File: src/rtl/bayes_posterior_engine.sv
// Accumulates per-class posteriors (stochastic popcount or log-sum), then sequential argmax.
// Latency: last beat accepted in cycle c -> out_valid high in cycle c+1+NCLASS.
// Backpressure: in_ready only in ACCUM; result held in DONE until out_ready.
module bayes_posterior_engine #(
  parameter int NCLASS     = 4,
  parameter int LW         = 8,
  parameter int NOBS       = 8,
  parameter int STREAM_LEN = 255,
  parameter int IW         = $clog2(NCLASS),
  parameter int AW         = ((LW + $clog2(NOBS + 1)) > $clog2(STREAM_LEN + 1)) ?
                             (LW + $clog2(NOBS + 1)) : $clog2(STREAM_LEN + 1)
) (
  input  logic                 clk,
  input  logic                 rst_n,
  input  logic                 start,
  input  logic                 mode,
  input  logic                 abort,
  output logic                 busy,
  input  logic                 in_valid,
  output logic                 in_ready,
  input  logic [NCLASS-1:0]    in_bits,
  input  logic [NCLASS*LW-1:0] in_logs,
  output logic                 out_valid,
  input  logic                 out_ready,
  output logic [IW-1:0]        out_class,
  output logic [AW-1:0]        out_score
);

  typedef enum logic [1:0] {IDLE, ACCUM, ARGMAX, DONE} state_t;

  state_t          state;
  logic            mode_r;
  logic [AW-1:0]   acc [NCLASS];
  logic [AW-1:0]   count;
  logic [IW-1:0]   idx;
  logic [AW-1:0]   best;
  logic [IW-1:0]   best_idx;

  logic [AW-1:0]   target;
  logic [AW-1:0]   count_nxt;
  logic [AW-1:0]   cand;
  logic            take;

  // Beat target depends on the mode latched at start
  assign target    = mode_r ? AW'(NOBS) : AW'(STREAM_LEN);
  assign count_nxt = count + 1'b1;

  // Argmax step: class 0 seeds the running best; later classes must strictly win so ties keep the lower index
  always_comb begin
    cand = acc[idx];
    take = 1'b0;
    if (idx == '0)
      take = 1'b1;
    else if (mode_r)
      take = (cand < best);
    else
      take = (cand > best);
  end

  // Control FSM with accumulators and registered outputs; abort overrides everything outside IDLE
  always_ff @(posedge clk or negedge rst_n) begin
    if (!rst_n) begin
      state     <= IDLE;
      mode_r    <= 1'b0;
      count     <= '0;
      idx       <= '0;
      best      <= '0;
      best_idx  <= '0;
      busy      <= 1'b0;
      in_ready  <= 1'b0;
      out_valid <= 1'b0;
      out_class <= '0;
      out_score <= '0;
      for (int k = 0; k < NCLASS; k++) acc[k] <= '0;
    end else if (abort && (state != IDLE)) begin
      state     <= IDLE;
      count     <= '0;
      idx       <= '0;
      busy      <= 1'b0;
      in_ready  <= 1'b0;
      out_valid <= 1'b0;
      for (int k = 0; k < NCLASS; k++) acc[k] <= '0;
    end else begin
      case (state)
        IDLE: begin
          if (start) begin
            mode_r   <= mode;
            count    <= '0;
            busy     <= 1'b1;
            in_ready <= 1'b1;
            state    <= ACCUM;
            for (int k = 0; k < NCLASS; k++) acc[k] <= '0;
          end
        end
        ACCUM: begin
          if (in_valid && in_ready) begin
            for (int k = 0; k < NCLASS; k++) begin
              if (mode_r)
                acc[k] <= acc[k] + AW'(in_logs[k*LW +: LW]);
              else
                acc[k] <= acc[k] + AW'(in_bits[k]);
            end
            count <= count_nxt;
            if (count_nxt == target) begin
              in_ready <= 1'b0;
              idx      <= '0;
              state    <= ARGMAX;
            end
          end
        end
        ARGMAX: begin
          if (take) begin
            best     <= cand;
            best_idx <= idx;
          end
          if (idx == IW'(NCLASS - 1)) begin
            out_class <= take ? idx : best_idx;
            out_score <= take ? cand : best;
            out_valid <= 1'b1;
            state     <= DONE;
          end else begin
            idx <= idx + 1'b1;
          end
        end
        DONE: begin
          if (out_ready) begin
            out_valid <= 1'b0;
            busy      <= 1'b0;
            state     <= IDLE;
          end
        end
        default: state <= IDLE;
      endcase
    end
  end

endmodule

File: config.mk
export PLATFORM = sky130hd
export DESIGN_NAME = bayes_posterior_engine
export DESIGN_NICKNAME = d
export VERILOG_FILES = /design/src/rtl/bayes_posterior_engine.sv
export SDC_FILE = /design/constraint.sdc
export NUM_CORES = 1
export LEC_CHECK = 0
export BUFFER_PORTS_ARGS = -buffer_cell sky130_fd_sc_hd__buf_2
export CORE_MARGIN = 2
export CORE_UTILIZATION = 40
export CTS_CLUSTER_DIAMETER = 30
export DETAILED_ROUTE_END_ITERATION = 10
export PLACE_DENSITY = 0.6
export SLEW_MARGIN = 20
export SYNTH_ARGS = -nofsm -noshare
export SYNTH_HDL_FRONTEND = slang
export SYNTH_SLANG_ARGS = --single-unit
File: constraint.sdc
create_clock -name clk -period 4 [get_ports clk]
set_input_delay 0.8 -clock clk [delete_from_list [all_inputs] [get_ports clk]]
set_output_delay 0.8 -clock clk [all_outputs]
set_load 0.01 [all_outputs]
== Yosys cells after proc, flatten, opt, wreduce, memory -nomap -nowiden ==
Cells that the tools add are included.

* $add $sub $neg: 10
* Order comparisons: 3
* Equality and inequality tests: 11
* Mux-type cells: 43
* Bitwise logic cells: 2
* Reduce and logical (&&, ||, !) cells: 18

{| class="wikitable"
|+ Operator list
! operator !! count
|-
| $mux 48 || 3
|-
| $mux 12 || 10
|-
| $pmux 48 s2 || 1
|-
| $add 12x1->12 || 4
|-
| $add 12x8->12 || 4
|-
| $bmux 12 s2 || 1
|-
| $pmux 12 s2 || 1
|-
| $mux 2 || 11
|-
| $ne 3x3->1 const B || 6
|-
| $reduce_and 3->1 || 5
|-
| $add 12x1->12 const B || 1
|-
| $eq 12x8->1 || 1
|-
| $gt 12x12->1 || 1
|-
| $lt 12x12->1 || 1
|-
| $reduce_bool 3->1 || 4
|-
| $mux 1 || 10
|-
| $mux 8 || 1
|-
| $pmux 2 s4 || 1
|-
| $reduce_and 4->1 || 2
|-
| $eq 2x2->1 const B || 3
|-
| $pmux 1 s2 || 3
|-
| $reduce_and 5->1 || 1
|-
| $logic_not 2->1 || 2
|-
| $pmux 2 s2 || 1
|-
| 8 further kinds || 9
|}

* Bits in registers: 96
* Input port bits: 43
* Output and inout bits: 17
* Word-level logic and storage cells: 102

== Longest topological paths before layout ==
Gate-level depths: netlist (run 1).

* Word-level depth: 8
* Depth in mapped cells: 13
* Depth with buffers taken out: 11

== Worst setup path before layout (run 1) ==
Ideal clock, no wire load.

* Path kind: register -> register
* From: register idx[0]
* To: register best[10]
* Library setup time: 0.125 ns
* Arrival time: 3.325 ns
* Required time: 3.875 ns
* Path slack: 0.551 ns
* Cell stages (with the launch flop): 12
* Path buffers: 3
* Clock period less this slack: 3.449 ns
* Cells stage by stage: dfrtp_1 > clkbuf_1 > buf_2 > mux4_2 > ha_1 > and3_1 > a22o_1 > o21ai_1 > a311o_1 > nand4_1 > buf_2 > mux2_2

* Longest elaborated chain between the ends: 8
* Elaborated cells between the ends (all ways): 10
* Those cells by class: order compare: 2; mux: 6; bitwise: 1; reduce/logical: 1

{| class="wikitable"
|+ Ends and longest elaborated chain
! what !! line !! text
|-
| start: declaration || 35 || <nowiki>logic [IW-1:0] idx;</nowiki>
|-
| start signal: assignment || 122 || <nowiki>idx <= idx + 1'b1;</nowiki>
|-
| $not 2->3 (implied by the code) || 50 || <nowiki>cand = acc[idx];</nowiki>
|-
| $bmux 12 s2 || 50 ||
|-
| $mux 12 (implied by the code) (2 in series) || 50 ||
|-
| $gt 12x12->1 or $lt 12x12->1 (tied branches) || 57, 55 ||
|-
| $mux 1 || 54 || <nowiki>else if (mode_r)</nowiki>
|-
| $mux 1 || 52 || <nowiki>if (idx == '0)</nowiki>
|-
| $mux 12 (*) || 112 || <nowiki>if (take) begin</nowiki>
|-
| end signal: assignment || 113 || <nowiki>best <= cand;</nowiki>
|-
| end: declaration || 36 || <nowiki>logic [AW-1:0] best;</nowiki>
|}

Every way passes the cells marked *; elsewhere a longest branch is shown, timed or not. The select of a mux whose other input is x is not followed.
A chain may end at the register's enable or synchronous reset.

== Worst setup path after layout (run 1) ==
* From: register idx[1]
* To: register best[1]

Same word-level chain as after synthesis.

==> results of run 1 <==
## Yosys cell counts, types with 3 or more instances
master / count / area [sq um]
sky130_fd_sc_hd__a21oi_1: 40 / 200
sky130_fd_sc_hd__o41ai_1: 7 / 61.3
sky130_fd_sc_hd__nand2b_1: 6 / 37.5
sky130_fd_sc_hd__dfrtp_1: 96 / 2400
sky130_fd_sc_hd__and4_1: 4 / 35.0
sky130_fd_sc_hd__xor2_1: 13 / 114
sky130_fd_sc_hd__nand2_1: 88 / 330
sky130_fd_sc_hd__ha_1: 51 / 638
sky130_fd_sc_hd__nor3_1: 9 / 45.0
sky130_fd_sc_hd__or4_1: 3 / 22.5
sky130_fd_sc_hd__and3_1: 9 / 56.3
sky130_fd_sc_hd__mux2i_1: 18 / 180
sky130_fd_sc_hd__nor2_1: 39 / 146
sky130_fd_sc_hd__nor3b_1: 3 / 22.5
sky130_fd_sc_hd__or2_2: 3 / 18.8
sky130_fd_sc_hd__fa_1: 4 / 80.1
sky130_fd_sc_hd__a21o_1: 9 / 67.6
sky130_fd_sc_hd__o21ai_0: 50 / 250
sky130_fd_sc_hd__clkbuf_1: 26 / 97.6
sky130_fd_sc_hd__o21ai_1: 6 / 30.0
sky130_fd_sc_hd__o21a_1: 7 / 52.6
sky130_fd_sc_hd__o31ai_1: 19 / 143
sky130_fd_sc_hd__o22ai_1: 3 / 18.8
sky130_fd_sc_hd__o2111ai_1: 3 / 26.3
sky130_fd_sc_hd__inv_1: 44 / 165
sky130_fd_sc_hd__a31oi_1: 7 / 43.8
sky130_fd_sc_hd__or3_1: 10 / 62.6
sky130_fd_sc_hd__mux2_2: 18 / 203
sky130_fd_sc_hd__nand3_1: 20 / 100
sky130_fd_sc_hd__nor2b_1: 11 / 68.8
sky130_fd_sc_hd__mux4_2: 12 / 270
sky130_fd_sc_hd__nand4_1: 6 / 37.5
sky130_fd_sc_hd__xnor2_1: 11 / 96.3
sky130_fd_sc_hd__o21bai_1: 3 / 22.5
sky130_fd_sc_hd__and2_1: 27 / 169
sky130_fd_sc_hd__buf_2: 4 / 20.0
sky130_fd_sc_hd__nor4b_1: 3 / 26.3
sky130_fd_sc_hd__a211oi_1: 5 / 37.5
## per-layer routing
metal,vias up,GRT usage [%],wire length (microns)
li1,2706,-,-
met1,2717,28.3,8180
met2,143,30.7,7660
met3,29,3.18,820
met4,0,8.42,500
met5,-,0,0
## flip-flops by register name (all words and copies together), names as in the netlist
signal	flops
acc	48
best	12
count	12
out_score	12
best_idx	2
idx	2
out_class	2
state	2
busy	1
in_ready	1
mode_r	1
out_valid	1
## kinds of logic after synthesis
logic type	Yosys count	share of synthesized area [%]
XOR/XNOR	24	3.17
adder cells (fa/ha/maj)	55	10.8
flip-flops	96	36.3
buffers and inverters	75	4.32
multiplexers	48	9.86
AND/OR/NAND/NOR	246	18.5
AO/OA/AOI/OAI	179	17.1
## power breakdown
group	internal [uW]	switching, uW
Combinational	1030	1490
Sequential	1250	300
Clock	566	389
Total	2850	2170
## per-stage QoR
step	hold slack (ps)	total power [uW]	instance area, sq um
floorplan	450	3320	6630
global placement	481	4010	7180
detailed placement	483	4090	7180
CTS	498	5060	7490
global route	528	5440	7500
finish	486	5020	7500
## cell usage in the layout, fill, tap and decap left out, types with 7 or more instances in the layout
cell	n
sky130_fd_sc_hd__o21a_1	7
sky130_fd_sc_hd__o21ai_0	50
sky130_fd_sc_hd__mux2i_1	18
sky130_fd_sc_hd__xor2_1	13
sky130_fd_sc_hd__nand2_1	87
sky130_fd_sc_hd__inv_1	44
sky130_fd_sc_hd__ha_1	51
sky130_fd_sc_hd__dfrtp_1	96
sky130_fd_sc_hd__buf_4	13
sky130_fd_sc_hd__nand3_1	20
sky130_fd_sc_hd__buf_2	58
sky130_fd_sc_hd__a21o_1	9
sky130_fd_sc_hd__mux2_2	18
sky130_fd_sc_hd__or3_1	10
sky130_fd_sc_hd__o31ai_1	19
sky130_fd_sc_hd__a31oi_1	7
sky130_fd_sc_hd__a21oi_1	40
sky130_fd_sc_hd__and3_1	9
sky130_fd_sc_hd__nor2_1	39
sky130_fd_sc_hd__clkbuf_16	9
sky130_fd_sc_hd__nor2b_1	11
sky130_fd_sc_hd__and2_1	27
sky130_fd_sc_hd__o41ai_1	7
sky130_fd_sc_hd__xnor2_1	11
sky130_fd_sc_hd__mux4_2	12
sky130_fd_sc_hd__nor3_1	9
## final timing paths
kind / from / endpoint / slack [ps] / cells past startpoint
hold / removal: rst_n / state[0] / 490 / 1
setup reg to reg: idx[1] / best[1] / 680 / 8
min in group clk: best_idx[0] / best_idx[0] / 500 / 2
setup / recovery: idx[1] / best[1] / 680 / 8
hold reg to reg: best_idx[0] / best_idx[0] / 500 / 2
max in group asynchronous: rst_n / acc[6] / 2740 / 2
## final cells by class
cell class	instances	area (sq um)	area share, %
inverters	44	165	2.20
multi-input cells	552	3940	52.6
clock inverters	3	65.1	0.868
repair buffers	72	399	5.32
well taps	220	275	3.67
clock buffers	13	250	3.34
flip-flops and latches	96	2400	32.0
==> flow_summary.toml, run 1 <==
[setup_path]
worstPathBufferInverterCount = 1
worstPathMaxFanout = 15
critical_path_arrival_ps = 3560
critical_path_required_ps = 4240
critical-path-slowest-cell = "sky130_fd_sc_hd__dfrtp_1"
crit_family = "multiplexers"
crit_path_cell_trace = "mux4_2, ha_1, and4_1, o2111ai_1, a311o_1, nand4_1, buf_4, mux2_2"
endpoint_kind = "flop"
setup.worst_path.start_class = "flop"
criticalPathCategory = "flop to flop"
cp_peak_stage_delay_ps = 760

[drt]
postRouteWirelength_microns = 17200
first_pass_iters = 5
routed_wire_length_per_instance_microns = 17.2
detail-route-antenna-nets = 0
drcViolationCount = 0
detailedRoute.firstIterationViolations = 385
post_detailed_route_via_to_cell_ratio = 5.60
via_count = 5595

[yosys]
ys.flop_type = "sky130_fd_sc_hd__dfrtp_1"
synth-seq-area-share_pct = 36.3
synth_cells = 723
yosys_register_bits = 96
synthDistinctLibCells = 56
yosysWarnings = 0
mappedNetlistNets = 821
synthArstFlopShare_pct = 100
syn_area_per_cell_sq_um = 9.17
synth-edff-count = 0
post_synth_instance_area_sq_um = 6630

[global_routing]
grt_antenna_before_repair = 0
grt.overflow.total = 0
gr-usage-all-layers_pct = 20.1
grt_start_max_net_pins = 82
grt_pass1_vias = 5491
grt_pass1_wl_microns = 28100

[clocking]
path_clk_slew_ps = 70
cts-root-to-sink-buffers = 2
clk_latency_ps = 360
post_cts_buffers = 0
clock_tree_from_tritoncts = "yes"
holdBufCountCts = 0
tritoncts_num_sinks = 96
h-tree-depth = 3
cts-resized-gates = 0
ctsRootBufferMaster = "sky130_fd_sc_hd__clkbuf_16"
cts-buffers-inserted = 9

[cells_and_area]
layout-area-overhead-vs-synth_pct = 13.1
num_antenna_cells = 0
drive_gt1_share_pct = 15.5
nFillCells = 1561
nets = 873
utilization_pct = 45.7
final_cells = 1000

[timing]
timing.setup.tns_ps = 0
fmax_ghz = 0.301
postLayoutSetupSlackWorst_ps = 679
setup-violations-final = 0
drv_slew = 0
worst_clock_skew_ps = 5.75
final_min_period_over_clock_period_pct = 83.0
worst_slew_pin_slew_ps = 842
finalWorstPathRequiredPeriod_ps = 3320
final-hold-violation-count = 0
grt_setup_unrepaired = "no"
timing.max_slew.rel_slack_pct = 43.7

[outcome]
outcome = "complete, no violations"

[placed_design]
dp_worst_setup_slack_ps = 679
detailedPlacementHpwl_microns = 12700
gpl.final_weighted_congestion = 0.868
dp_cells = 984
port_buffers = 59

[floorplanning]
die-area_sq_um = 17600
placeableCoreArea_sq_um = 16400
fp-row-count = 47
io_pins = 60
initial_util_pct = 40.4
floorplan.die.width_microns = 133
floorplan.die.height_microns = 133

[pwr]
worst_vdd_ir_uv = 275
power.static_leakage_uw = 0.00346
power.density_cell_area_nw_per_um2 = 670

[min_path]
worst_hold_path_type = "primary input to asynchronous set/reset pin"

[job]
cap_violations = 0
(Power assumes the default switching activity.)
==> run 2, diff against run 1 <==
--- a/config.mk
+++ b/config.mk
@@ -5,6 +5,7 @@
 export SDC_FILE = /design/constraint.sdc
 export NUM_CORES = 1
 export LEC_CHECK = 0
+export ABC_AREA = 1
 export BUFFER_PORTS_ARGS = -buffer_cell sky130_fd_sc_hd__buf_2
 export CORE_MARGIN = 2
 export CORE_UTILIZATION = 40
==> constraint.sdc (replaced) <==
create_clock -name clk -period 3.3 [get_ports clk]
set_input_delay 0.66 -clock clk [delete_from_list [all_inputs] [get_ports clk]]
set_output_delay 0.66 -clock clk [all_outputs]
set_load 0.01 [all_outputs]
==> run 2 against run 1 <==
Critical path depth increased by 5. Sequential cell count unchanged. Via count increased by 11%. Setup slack got worse by 260 ps.
==> flow_summary.toml, run 2 <==
[pwr]
intPower_uw = 3130
power.static_leakage_uw = 0.00409
power_frac_clock_pct = 16.3
power.density_cell_area_nw_per_um2 = 801
power.share.sequential_pct = 28.0
p_sw_uw = 3000
power_switching_share_pct = 48.9
pwr-share-comb_pct = 55.7
worst_vdd_ir_uv = 507

[yosys]
synth.largest_area_cell = "sky130_fd_sc_hd__dfrtp_1"
post_synth_main_area_contributors = "sky130_fd_sc_hd__dfrtp_1 35%, sky130_fd_sc_hd__nand2_1 18%, sky130_fd_sc_hd__ha_1 9.3%"
synth_cells = 987
yosys-top-cells-count = "323 x sky130_fd_sc_hd__nand2_1, 139 x sky130_fd_sc_hd__inv_1, 96 x sky130_fd_sc_hd__dfrtp_1, 74 x sky130_fd_sc_hd__nand3_1, 60 x sky130_fd_sc_hd__a21oi_1"
synthDistinctLibCells = 40
netlist.area_leader.share_pct = 35.0
yosys_register_bits = 96
synthArstFlopShare_pct = 100
synth-edff-count = 0
mappedNetlistNets = 1085
ys.flop_type = "sky130_fd_sc_hd__dfrtp_1"
post_synth_instance_area_sq_um = 6860
yosysWarnings = 0
synth-seq-area-share_pct = 35.0
syn_area_per_cell_sq_um = 6.95
synth.most_common_cell = "sky130_fd_sc_hd__nand2_1"

[cells_and_area]
final_cell_mix = "323 x sky130_fd_sc_hd__nand2_1, 139 x sky130_fd_sc_hd__inv_1, 96 x sky130_fd_sc_hd__dfrtp_1, 74 x sky130_fd_sc_hd__nand3_1, 60 x sky130_fd_sc_hd__a21oi_1"
largest_register_ff_count = 48
drive_gt1_share_pct = 9.60
final_non_filler_cell_area_sq_um = 7650
layout-area-overhead-vs-synth_pct = 11.5
layout_commonest_cell = "sky130_fd_sc_hd__nand2_1"
num_antenna_cells = 0
nets = 1135
register_containing_the_most_flip_flops_in_the_final_layout = "acc"
nFillCells = 1731

[setup_path]
cp_peak_stage_delay_ps = 460
criticalPathCategory = "flop to flop"
critical_path_required_ps = 3550
worstPathMaxFanout = 15
crit_path_cell_trace = "inv_1, nand2_1, a32oi_1, ha_1, nand4_1, nor3_1, nand2_1, nand4_1, nand2_2, nand2_1, nand2_1, nand3_1, nand2_1"
critical-path-slowest-cell = "sky130_fd_sc_hd__dfrtp_1"
crit_start = "idx[0]"
endpoint_kind = "flop"
setup.worst_path.start_class = "flop"
crit_path_frequent_cell = "sky130_fd_sc_hd__nand2_1"
critical_path_arrival_ps = 3130
rr_startpoint = "idx[0]"

[clocking]
cts-root-to-sink-buffers = 2
clk_latency_ps = 360
cts-buffers-inserted = 9
holdBufCountCts = 0
tritoncts_num_sinks = 96
ctsRootBufferMaster = "sky130_fd_sc_hd__clkbuf_16"
h-tree-depth = 3
post_cts_buffers = 0
clock_tree_from_tritoncts = "yes"
path_clk_slew_ps = 70
cts-resized-gates = 0

[global_routing]
grt.overflow.total = 0
grt_antenna_before_repair = 0
gr-usage-all-layers_pct = 20.1
grt_pass1_wl_microns = 29100
grt_start_max_net_pins = 61
grt_pass1_vias = 5967

[timing]
grt_setup_unrepaired = "no"
timing.setup.tns_ps = 0
fmax_ghz = 0.347
worst_slew_pin_slew_ps = 563
finalWorstPathRequiredPeriod_ps = 2880
setup-violations-final = 0
final.hold.worst_slack_ps = 284
final_min_period_over_clock_period_pct = 87.4
final-hold-violation-count = 0
timing.max_slew.rel_slack_pct = 62.4
worst_clock_skew_ps = 8.67
drv_slew = 0
postLayoutSetupSlackWorst_ps = 415

[floorplanning]
floorplan.die.height_microns = 135
io_pins = 60
die-area_sq_um = 18200
placeableCoreArea_sq_um = 16700
initial_util_pct = 41.1
fp-row-count = 47
floorplan.die.width_microns = 135

[drt]
detail-route-antenna-nets = 0
drcViolationCount = 0
detailedRoute.firstIterationViolations = 378
postRouteWirelength_microns = 17200
via_count = 6198
post_detailed_route_via_to_cell_ratio = 4.91
first_pass_iters = 4
routed_wire_length_per_instance_microns = 13.6

[placed_design]
gpl.final_weighted_congestion = 0.882
place_area_sq_um = 7380
dp_worst_setup_slack_ps = 454
detailedPlacementHpwl_microns = 12800
port_buffers = 59

[min_path]
worst_hold_path_type = "primary input to asynchronous set/reset pin"

[outcome]
outcome = "complete, no violations"

[job]
cap_violations = 0
-- run 2: changes by cell type in the layout (fill, tap and decap cells not counted), moves of 12 or more --
cell	change
sky130_fd_sc_hd__nand2_1	+236
sky130_fd_sc_hd__inv_1	+95
sky130_fd_sc_hd__nand3_1	+54
sky130_fd_sc_hd__and2_1	-25
sky130_fd_sc_hd__a21oi_1	+20
sky130_fd_sc_hd__o31ai_1	-19
sky130_fd_sc_hd__mux2_2	-18
sky130_fd_sc_hd__mux2i_1	-18
sky130_fd_sc_hd__nor2_1	+17
sky130_fd_sc_hd__o21ai_1	+16
sky130_fd_sc_hd__mux4_2	-12
-- run 2: worst paths after layout --
| kind | endpoint | slack, ps | depth (start not counted) |
|---|---|---|---|
| max reg2reg | out_score[0] | 420 | 13 |
| min in group clk | out_score[4] | 470 | 2 |
| max in group asynchronous | acc[35] | 2300 | 2 |
| min reg2reg | out_score[4] | 470 | 2 |
| max | out_score[0] | 420 | 13 |
| min | count[4] | 280 | 1 |
-- run 2: area by class of cell --
| class | count | area, sq um | area share [%] |
|---|---|---|---|
| Clock buffer | 12 | 246 | 3.22 |
| Clock inverter | 4 | 20.0 | 0.262 |
| Inverter | 144 | 541 | 7.06 |
| Multi-Input combinational cell | 719 | 3780 | 49.5 |
| Sequential cell | 96 | 2400 | 31.4 |
| Tap cell | 220 | 275 | 3.60 |
| Timing Repair Buffer | 67 | 383 | 5.00 |
-- run 2: routing by layer --
layer  up-vias  global-route usage (%)  share of wire (%)
met5         -                       0                  0
met4         0                    6.77                1.9
li1       3294                       -                  -
met3        18                    2.48                2.8
met1      2794                    28.4                 51
met2        92                    31.9                 44
-- run 2: worst max-delay path: cells and delay by family (launching register included) --
family,cells,cell delay [ps]
buf+inv,1,380
flops,1,460
compound gates,1,310
simple gates,10,1430
fa+ha+maj,1,190
-- run 2: power groups by stage --
stage | logic, uW | registers, uW | clock network (uW)
2_1_floorplan | 2660 | 1630 | 0
3_3_place_gp | 3410 | 1740 | 0
3_5_place_dp | 3410 | 1730 | 0
4_1_cts | 3420 | 1720 | 1010
5_1_grt | 3950 | 1750 | 1050
6_report | 3410 | 1720 | 999
-- run 2: logic make-up (layout without fill, tap and decap cells) --
family / count (synthesis) / in the layout / synth area share, %
fa+ha+maj: 55 / 55 / 10.5
xor+xnor: 7 / 7 / 0.894
compound gates: 171 / 171 / 14.3
simple gates: 486 / 486 / 29.4
flops: 96 / 96 / 35.0
buf+inv: 172 / 227 / 9.85
-- run 2: per-stage QoR --
step                total power [uW]  instances  util [%]
detailed placement              5150       1246      44.2
floorplan                       4290        987         -
global placement                5140       1246      44.2
CTS                             6150       1262      45.8
finish                          6130       1262      45.8
global route                    6760       1262      45.8
